`src/rtl/mem_arb_pkg.sv`:
```
// mem_arb_pkg: shared types and constants for the two-master memory arbiter.
//   state_t      : arbiter FSM states (IDLE / ACCESS / WAIT)
//   M0, M1       : master index encodings
//   MEM_LAT_MIN/MAX : legal read-latency range
//   cnt_width()  : width of the WAIT down-counter for a given latency
package mem_arb_pkg;

  typedef enum logic [1:0] {
    IDLE   = 2'd0,
    ACCESS = 2'd1,
    WAIT   = 2'd2
  } state_t;

  localparam logic M0 = 1'b0;
  localparam logic M1 = 1'b1;

  localparam int unsigned MEM_LAT_MIN = 1;
  localparam int unsigned MEM_LAT_MAX = 4;

  // ceil(log2(lat+1)) bits hold every value 0..lat
  function automatic int unsigned cnt_width(input int unsigned lat);
    return $clog2(lat + 1);
  endfunction

endpackage

```
`src/rtl/arb_pick2.sv`:
```
// arb_pick2: combinational winner selection between two requesters.
//   RR_EN = 0 : fixed priority, req0 wins ties; last is ignored.
//   RR_EN = 1 : round robin, the master not granted last wins ties.
// Ports:
//   req0, req1 : requests
//   last       : index of the master granted most recently
//   any_c      : at least one request present
//   winner_c   : index of the selected master (M0 when nobody requests)
module arb_pick2
  import mem_arb_pkg::*;
#(
  parameter bit RR_EN = 1'b0
) (
  input  logic req0,
  input  logic req1,
  input  logic last,
  output logic any_c,
  output logic winner_c
);

  logic prefer1;

  // m1 is preferred on a tie only in round-robin mode after an m0 grant
  assign prefer1  = RR_EN & (last == M0);
  assign any_c    = req0 | req1;
  assign winner_c = (req1 & (~req0 | prefer1)) ? M1 : M0;

endmodule

```
`src/rtl/mem_arbiter.sv`:
```
// mem_arbiter: two-master arbiter in front of a single-port memory with a
// fixed read latency. One transaction outstanding at a time.
// Build option: define MEM_ARB_RR_EN for round-robin arbitration of
// simultaneous requests; otherwise m0 always wins ties.
// Ports:
//   clk, rst (async, active high)
//   m0_/m1_ req, we, addr, wdata : master request side
//   m0_/m1_ gnt                  : one-cycle pulse in the ACCESS cycle
//   m0_/m1_ rvalid, rdata        : read return, MEM_LAT cycles after ACCESS
//   mem_en, mem_we, mem_addr, mem_wdata, mem_rdata : memory port
//   busy                         : high whenever the FSM is not IDLE
module mem_arbiter
  import mem_arb_pkg::*;
#(
  parameter int unsigned ADDR_W  = 32,
  parameter int unsigned DATA_W  = 32,
  parameter int unsigned MEM_LAT = 1
) (
  input  logic              clk,
  input  logic              rst,
  input  logic              m0_req,
  input  logic              m0_we,
  input  logic [ADDR_W-1:0] m0_addr,
  input  logic [DATA_W-1:0] m0_wdata,
  input  logic              m1_req,
  input  logic              m1_we,
  input  logic [ADDR_W-1:0] m1_addr,
  input  logic [DATA_W-1:0] m1_wdata,
  output logic              m0_gnt,
  output logic              m1_gnt,
  output logic              m0_rvalid,
  output logic              m1_rvalid,
  output logic [DATA_W-1:0] rdata,
  output logic              mem_en,
  output logic              mem_we,
  output logic [ADDR_W-1:0] mem_addr,
  output logic [DATA_W-1:0] mem_wdata,
  input  logic [DATA_W-1:0] mem_rdata,
  output logic              busy
);

  localparam int unsigned     CNT_W    = cnt_width(MEM_LAT);
  localparam logic [CNT_W-1:0] CNT_LOAD = CNT_W'(MEM_LAT - 1);

  state_t             state, state_nx;
  logic [CNT_W-1:0]   cnt, cnt_nx;

  logic               sel_idx;
  logic               sel_we;
  logic [ADDR_W-1:0]  sel_addr;
  logic [DATA_W-1:0]  sel_wdata;

  logic               last;
  logic               any_c;
  logic               winner_c;
  logic               take_c;
  logic               win_we_c;

  logic               gnt0_nx, gnt1_nx, rv0_nx, rv1_nx, en_nx, we_nx, busy_nx;

  // Round-robin pointer exists only in the round-robin build
`ifdef MEM_ARB_RR_EN
  localparam bit RR_EN = 1'b1;

  always_ff @(posedge clk or posedge rst) begin
    if (rst)         last <= M1;
    else if (take_c) last <= winner_c;
  end
`else
  localparam bit RR_EN = 1'b0;

  assign last = M1;
`endif

  arb_pick2 #(
    .RR_EN (RR_EN)
  ) u_pick (
    .req0     (m0_req),
    .req1     (m1_req),
    .last     (last),
    .any_c    (any_c),
    .winner_c (winner_c)
  );

  assign take_c   = (state == IDLE) & any_c;
  assign win_we_c = (winner_c == M1) ? m1_we : m0_we;

  // Memory address/data come straight from the fields latched at sampling,
  // so they hold their value outside ACCESS
  assign mem_addr  = sel_addr;
  assign mem_wdata = sel_wdata;

  // Read data is valid in the rvalid cycle itself, so it is a pass-through
  assign rdata = mem_rdata;

  // State register
  always_ff @(posedge clk or posedge rst) begin
    if (rst) begin
      state <= IDLE;
      cnt   <= '0;
    end else begin
      state <= state_nx;
      cnt   <= cnt_nx;
    end
  end

  // Next state and next registered outputs
  always_comb begin
    state_nx = state;
    cnt_nx   = cnt;
    case (state)
      IDLE: begin
        if (any_c) state_nx = ACCESS;
      end
      ACCESS: begin
        if (sel_we) begin
          state_nx = IDLE;
        end else begin
          state_nx = WAIT;
          cnt_nx   = CNT_LOAD;
        end
      end
      WAIT: begin
        if (cnt == '0) state_nx = IDLE;
        else           cnt_nx   = cnt - 1'b1;
      end
      default: state_nx = IDLE;
    endcase

    en_nx   = take_c;
    we_nx   = take_c & win_we_c;
    gnt0_nx = take_c & (winner_c == M0);
    gnt1_nx = take_c & (winner_c == M1);
    // rvalid lands in the WAIT cycle whose counter reads zero
    rv0_nx  = (state_nx == WAIT) & (cnt_nx == '0) & (sel_idx == M0);
    rv1_nx  = (state_nx == WAIT) & (cnt_nx == '0) & (sel_idx == M1);
    busy_nx = (state_nx != IDLE);
  end

  // Winner fields latched at the sampling edge
  always_ff @(posedge clk or posedge rst) begin
    if (rst) begin
      sel_idx   <= M0;
      sel_we    <= 1'b0;
      sel_addr  <= '0;
      sel_wdata <= '0;
    end else if (take_c) begin
      sel_idx   <= winner_c;
      sel_we    <= win_we_c;
      sel_addr  <= (winner_c == M1) ? m1_addr  : m0_addr;
      sel_wdata <= (winner_c == M1) ? m1_wdata : m0_wdata;
    end
  end

  // Registered control outputs
  always_ff @(posedge clk or posedge rst) begin
    if (rst) begin
      m0_gnt    <= 1'b0;
      m1_gnt    <= 1'b0;
      m0_rvalid <= 1'b0;
      m1_rvalid <= 1'b0;
      mem_en    <= 1'b0;
      mem_we    <= 1'b0;
      busy      <= 1'b0;
    end else begin
      m0_gnt    <= gnt0_nx;
      m1_gnt    <= gnt1_nx;
      m0_rvalid <= rv0_nx;
      m1_rvalid <= rv1_nx;
      mem_en    <= en_nx;
      mem_we    <= we_nx;
      busy      <= busy_nx;
    end
  end

endmodule

```
`config.mk`:
```
export PLATFORM = sky130hd
export DESIGN_NAME = mem_arbiter
export DESIGN_NICKNAME = d
export VERILOG_FILES = /design/src/rtl/mem_arb_pkg.sv /design/src/rtl/arb_pick2.sv /design/src/rtl/mem_arbiter.sv
export SDC_FILE = /design/constraint.sdc
export NUM_CORES = 1
export LEC_CHECK = 0
export ABC_AREA = 1
export BUFFER_PORTS_ARGS = -buffer_cell sky130_fd_sc_hd__buf_2
export CORE_ASPECT_RATIO = 0.6
export CORE_UTILIZATION = 25
export DETAILED_ROUTE_END_ITERATION = 10
export GPL_ROUTABILITY_DRIVEN = 0
export HOLD_SLACK_MARGIN = 0.15
export SYNTH_ARGS = -nofsm -noshare
export SYNTH_HDL_FRONTEND = slang
export SYNTH_HIERARCHICAL = 1
export SYNTH_SLANG_ARGS = --single-unit
```
`constraint.sdc`:
```
create_clock -name clk -period 3.65 [get_ports clk]
set_input_delay 0.73 -clock clk [delete_from_list [all_inputs] [get_ports clk]]
set_output_delay 0.73 -clock clk [all_outputs]
set_load 0.01 [all_outputs]
```
After elaboration in Yosys (flattened, before gate mapping)
Index checks and enable logic that the tools add are counted.
{"block": "classes", "reduce_logical": 2, "bitwise_logic": 13, "n_addsub": 1, "n_mux": 11, "eq_ne": 3}
{"operator": "$mux W32", "n": 2}
{"operator": "$and A1 B1 Y1", "n": 8}
{"operator": "$mux W2", "n": 3}
{"operator": "$pmux W2 S3", "n": 1}
{"operator": "$eq A2 B2 Y1 const B", "n": 2}
{"operator": "$mux W1", "n": 4}
{"operator": "$not A1 Y1", "n": 4}
{"operator": "$eq A2 B1 Y1 const B", "n": 1}
{"operator": "$logic_not A2 Y1", "n": 1}
{"operator": "$pmux W1 S2", "n": 1}
{"operator": "$reduce_bool A2 Y1", "n": 1}
{"operator": "$or A1 B1 Y1", "n": 1}
{"operator": "$sub A1 B1 Y1 const B", "n": 1}
{"block": "totals", "word_cells": 43, "input_bits": 166, "ff_bits": 76}

Depth between registers and ports, before layout
Gate-level depths: netlist (run 1).
{"block": "logic_depth", "depth_word": 6, "ltp_mapped": 8, "depth_no_buf": 7}

Cells and area by module
The synthesis (run 1) kept the hierarchy.
{"module": "mem_arbiter", "n_inst": 1, "area_each_um2": 3485.8, "cells_per_inst": 361}
{"module": "arb_pick2", "n_inst": 1, "area_each_um2": 15.0, "cells_per_inst": 4}

Worst setup path after synthesis (run 1)
Ideal clock, no wire load.
{"block": "synth_path", "kind": "input port to flip-flop", "start": "input m1_req", "end": "register sel_wdata[10] (netlist: mem_wdata[10])", "required_ns": 3.585, "arrival_ns": 1.563, "path_buffers": 2, "setup_ns": 0.065, "cell_stages": 8, "slack_ns": 2.022, "cell_sequence": "inv_1 > nor2_1 > inv_1 > nor2_4 > buf_6 > buf_4 > a22oi_1 > nand2_1"}
{"block": "synth_between", "elab_chain_len": 3, "elab_cells_between_ends": 5, "classes_between": "mux (2); bitwise (3)"}
{"item": "start: declaration", "line_no": "mem_arbiter.sv:25", "text": "input logic m1_req,"}
{"item": "$and A1 B1 Y1", "line_no": "arb_pick2.sv:26", "text": "assign winner_c = (req1 & (~req0 | prefer1)) ? M1 : M0;"}
{"item": "$mux W1", "line_no": "arb_pick2.sv:26"}
{"item": "named net winner_c", "line_no": "mem_arbiter.sv:55", "text": "logic winner_c;"}
{"item": "$mux W32", "line_no": "mem_arbiter.sv:151", "text": "sel_wdata <= (winner_c == M1) ? m1_wdata : m0_wdata;"}
{"item": "end signal: assignment", "line_no": "mem_arbiter.sv:151"}
{"item": "end: declaration", "line_no": "mem_arbiter.sv:51", "text": "logic [DATA_W-1:0] sel_wdata;"}
The timed path passes the listed nets, and every way through them passes these cells.
A chain may end at the register's enable or synchronous reset.

Worst setup path in the final report (run 1)
{"block": "layout_path", "start": "register state[1]", "end": "register sel_we"}
{"block": "layout_between", "elab_chain_len": 2}
{"item": "start: declaration", "line_no": "mem_arbiter.sv:45", "text": "state_t state, state_nx;"}
{"item": "start signal: assignment", "line_no": "mem_arbiter.sv:102", "text": "state <= state_nx;"}
{"item": "$logic_not A2 Y1", "line_no": "mem_arbiter.sv:85", "text": "assign take_c = (state == IDLE) & any_c;"}
{"item": "$and A1 B1 Y1", "line_no": "mem_arbiter.sv:85"}
{"item": "end signal: assignment", "line_no": "mem_arbiter.sv:149", "text": "sel_we <= win_we_c;"}
{"item": "end: declaration", "line_no": "mem_arbiter.sv:49", "text": "logic sel_we;"}
No other way between the ends.

==> results.yml, run 1 <==
setup_path:
  reg2reg_to: "sel_we"
  critPathMaxFanout: 36
  critPathMostFrequentCell: "buf_4"
  critPathMaxStageDelay_ns: 0.45
  critical_path_arrival_ns: 2.57
  critPathCaptureType: "flop"
  slowest_stage: "buf_4"
  path_class: "flop to flop"
  worst_setup_path_start_kind: "flop"
  cp-startpoint: "state[1]"
  worst_ep_required_time_ns: 3.85
  r2r_cells: 8
  r2r-start: "state[1]"
  rrSetupSlack_ns: 1.29
  crit_chain: "inv_1 > ha_1 > nand2_4 > buf_4 > nor2_4 > buf_4 > a22oi_1 > o21ai_0"
sta:
  finalSetupTns_ns: 0
  whs_ns: 0.446
  finalCritPeriodShare: 0.648
  maxSlewViolCount: 0
  max_freq_mhz: 423
  slew_headroom: 0.344
  finalSetupViolCount: 0
  tightest_slew_ns: 0.984
  fin_skew_ns: 0.00568
  period_needed_ns: 2.36
  rsz0062_at_grt: "no"
  hold_violations: 0
clock_network:
  htreeDepth: 3
  cts_tree: "built"
  post_cts_resized: 0
  postCtsSetupRepairBufs: 0
  cts_buffers: 9
  clkTransAtPathRegs_ns: 0.06
  cts_sinks: 76
  cts_root_buffer: "clkbuf_16"
  clk-insertion-delay-late_ns: 0.33
  cts_hold_buf: 0
  clockBufferDepth: 2
grt:
  antenna_found_initial: 0
  grt_overflow: 0
  grt_first_pass_wirelength_um: 15200
  grt_pass1_vias: 3112
  grt_start_max_net_pins: 58
  grt.total_usage: 0.135
route:
  drc_errors: 0
  wl_per_cell_um: 13.1
  vias: 3194
  drt_wl_total_um: 9510
  via_per_inst: 4.39
  drt_iter0_drc: 228
  antenna_left: 0
  first_pass_iters: 4
power:
  pwr-share-clk: 0.221
  power_mw: 3.95
  p_sw_mw: 1.52
  p_int_mw: 2.43
  swShare: 0.384
  leakagePower_nw: 2.63
  p_per_area_nw_per_um2: 841
  pwr-share-seq: 0.369
  ir_worst_vdd_uv: 268
  p_comb_frac: 0.409
synthesis:
  synth_area_um2: 3500
  syn_avg_cell_area_um2: 9.61
  yosys_warnings: 6
  syn_inst: 364
  synthesis.nets: 534
finish:
  layout_commonest_cell: "buf_2"
  final_cell_mix: "buf_2 (204), nand2_1 (137), dfrtp_1 (76)"
  syn_to_final_growth_pct: 34.5
  antenna_cells: 0
  multi_input_area_um2: 1130
  drive_above_1_share: 0.425
  register_area_um2: 1900
  nets: 701
  fillers: 1419
die:
  die_w_um: 155
  core_area_um2: 13700
  num_rows: 33
  die_h_um: 93.6
  die_area_um2: 14500
  io_pins: 269
  initial_utilization: 0.256
min_path:
  hold_depth: 1
  hold_start: "sel_idx"
  hp-class: "flop to flop"
  holdPathEnd: "m0_rvalid"
flow_run:
  drv_cap: 0
place:
  port_buffers: 204
  hpwl_um: 7000
outcome:
  status: "complete, no violations"
through the flow:
stage / instances / worst slack [ns] / utilization / area (um^2)
4_1_cts: 728 / 1.28 / 0.344 / 4700
3_3_place_gp: 712 / 1.11 / 0.323 / 4410
6_report: 728 / 1.29 / 0.344 / 4700
5_1_grt: 728 / 1.08 / 0.344 / 4700
2_1_floorplan: 364 / 0.982 / - / 3500
3_5_place_dp: 712 / 1.02 / 0.323 / 4410
power groups by stage:
stage / clock (mW) / sequential, mW / combinational (mW)
after floorplan: 0 / 1.63 / 0.904
after global routing: 0.948 / 1.51 / 1.83
final: 0.874 / 1.46 / 1.62
after detailed placement: 0 / 1.46 / 1.65
after global placement: 0 / 1.46 / 1.60
after CTS: 0.906 / 1.46 / 1.64
how the worst max path moves through the flow:
stage          endpoint  slack, ns  depth (start not counted)
3_3_place_gp     sel_we       1.11                          9
3_5_place_dp     sel_we       1.02                          9
6_report         sel_we       1.29                          8
5_1_grt          sel_we       1.08                          8
2_1_floorplan      busy       0.98                          1
4_1_cts          sel_we       1.28                          8
layer usage:
layer / wire, um / vias up / GRT usage
met5: 0 / - / 0
met3: 988 / 12 / 0.0579
met4: 124 / 0 / 0.0437
li1: - / 1505 / -
met2: 4170 / 189 / 0.210
met1: 4220 / 1488 / 0.168
sequential cells by signal, indices dropped and copies added (netlist names):
name,cells
sel_idx,1
mem_we,1
mem_en,1
mem_wdata,32
m1_gnt,1
m0_gnt,1
mem_addr,32
sel_we,1
cnt,1
m0_rvalid,1
busy,1
m1_rvalid,1
state,2
worst max-delay path: cells and delay by family, from the launching register on:
kind                       cells  cell delay (ns)
buffers and inverters          3             0.79
DFF                            1             0.41
and+or+nand+nor                2             0.39
AOI/OAI and AO/OA              2             0.35
adders and majority gates      1             0.24
cell type report:
class | count | share of cell area
tap | 192 | 0.0511
multi-input combinational | 219 | 0.241
sequential | 76 | 0.404
clock inverter | 6 | 0.0138
inverter | 16 | 0.0130
clock buffer | 10 | 0.0487
timing repair buffer | 209 | 0.228
(Power assumes the default switching activity.)
==> run 2, diff against run 1 <==
clock period = 2.4 ns   (was 3.65 ns; I/O delays follow)
==> run 2 against run 1 <==
Sequential cell count stayed put. Setup slack worse by 0.67 ns. Largest power group unchanged. Register-to-register slack worse by 0.67 ns.
==> results.yml, run 2 (synthesis results as in run 1) <==
flow_run:
  drv_cap: 0
sta:
  fin_skew_ns: 0.00544
  max_freq_mhz: 559
  period_needed_ns: 1.79
  finalCritPeriodShare: 0.745
  finalSetupViolCount: 0
  maxSlewViolCount: 0
  hold_violations: 0
  finalSetupTns_ns: 0
  tightest_slew_ns: 0.503
  slew_headroom: 0.665
  rsz0062_at_grt: "no"
setup_path:
  crit_chain: "inv_1 > ha_1 > nand2_4 > buf_4 > nand2_1 > nand3_1 > nand2_1 > nor3_1"
  critPathMaxStageDelay_ns: 0.40
  worst_setup_path_start_kind: "flop"
  path_class: "flop to flop"
  critPathTopFamily: "simple AND/OR/NAND/NOR gates"
  cp-startpoint: "state[0]"
  critPathMaxFanout: 32
  critPathCaptureType: "flop"
  critical_path_arrival_ns: 2.03
  critPathMostFrequentCell: "nand2_1"
  cp_num_buf_inv: 2
  slowest_stage: "dfrtp_1"
  r2r-start: "state[0]"
  worst_ep_required_time_ns: 2.64
route:
  vias: 3138
  wl_per_cell_um: 12.4
  drc_errors: 0
  drt_iter0_drc: 139
  via_per_inst: 4.30
  first_pass_iters: 5
  drt_wl_total_um: 9070
  antenna_left: 0
clock_network:
  cts_buffers: 9
  cts_root_buffer: "clkbuf_16"
  htreeDepth: 3
  clockBufferDepth: 2
  cts_hold_buf: 0
  clkTransAtPathRegs_ns: 0.06
  clk-insertion-delay-late_ns: 0.33
  cts_sinks: 76
  cts_tree: "built"
  post_cts_resized: 0
  postCtsSetupRepairBufs: 0
power:
  p_comb_frac: 0.406
  pwr-share-seq: 0.363
  p_sw_mw: 2.30
  p_per_area_nw_per_um2: 1280
  leakagePower_nw: 2.65
  ir_worst_vdd_uv: 378
  pwr-share-clk: 0.231
  p_int_mw: 3.79
  power_mw: 6.08
  swShare: 0.377
die:
  die_area_um2: 14500
  io_pins: 269
  num_rows: 33
  die_w_um: 155
  core_area_um2: 13700
  initial_utilization: 0.256
  die_h_um: 93.6
outcome:
  status: "complete, no violations"
finish:
  syn_to_final_growth_pct: 35.8
  final_cell_mix: "buf_2 (204), nand2_1 (137), dfrtp_1 (76)"
  antenna_cells: 0
  stdcell_area_um2: 4750
  nets: 703
  drive_above_1_share: 0.428
  final_core_util: 0.348
  layout_commonest_cell: "buf_2"
grt:
  antenna_found_initial: 0
  grt_first_pass_wirelength_um: 14400
  grt_overflow: 0
  grt.total_usage: 0.127
  grt_pass1_vias: 3001
  grt_start_max_net_pins: 77
place:
  dpl_cell_area_um2: 4440
  port_buffers: 204
  hpwl_um: 6790
min_path:
  hp-class: "input port to async pin"
## run 2: cell types whose count changed in the layout (fill, tap and decap cells not counted), sizes merged
cell / delta
buf: +2
clkbuf: +2
clkinv: -5
clkinvlp: +1
inv: +2
## run 2: worst paths after layout
check	endpoint	slack (ns)	depth (start not counted)
worst min-delay path	mem_addr[22]	0.26	3
max in group asynchronous	mem_wdata[30]	1.83	3
worst max register to register	m1_rvalid	0.61	8
min in group clk	mem_addr[7]	0.35	3
worst min register to register	m0_rvalid	0.43	1
worst max-delay path	m1_rvalid	0.61	8
## run 2: final cells by class
type / count / area, um^2
repair buffers: 211 / 1100
well taps: 192 / 240
inverters: 16 / 63.8
clock buffers: 12 / 256
clock inverters: 4 / 55.1
fillers: 1425 / 8920
flip-flops and latches: 76 / 1900
multi-input cells: 219 / 1130
## run 2: power by group through the flow
stage / Sequential (mW) / Combinational, mW / Clock (mW)
after floorplan: 2.47 / 1.37 / 0
after global placement: 2.20 / 2.44 / 0
after detailed placement: 2.22 / 2.52 / 0
after CTS: 2.21 / 2.51 / 1.47
after global routing: 2.27 / 2.78 / 1.53
final: 2.21 / 2.47 / 1.41
## run 2: per-stage QoR
stage	std cells	hold slack, ns	setup slack (ns)
after floorplan	364	0.410	0.994
after global routing	730	0.297	0.448
after CTS	730	0.277	0.599
final	730	0.263	0.612
after detailed placement	714	0.432	0.589
after global placement	714	0.425	0.654
## run 2: routing by layer
layer,track usage,up-vias,part of all wire
li1,-,1511,-
met1,0.163,1466,0.47
met2,0.193,153,0.44
met3,0.0538,8,0.087
met4,0.0347,0,0.0086
met5,0,-,0
## run 2: worst register-to-register path, stage by stage (launching register included)
cell and delay, ns:
dfrtp_1 0.40, inv_1 0.11, ha_1 0.26, nand2_4 0.11, buf_4 0.34, nand2_1 0.11, nand3_1 0.12, nand2_1 0.08
nor3_1 0.15
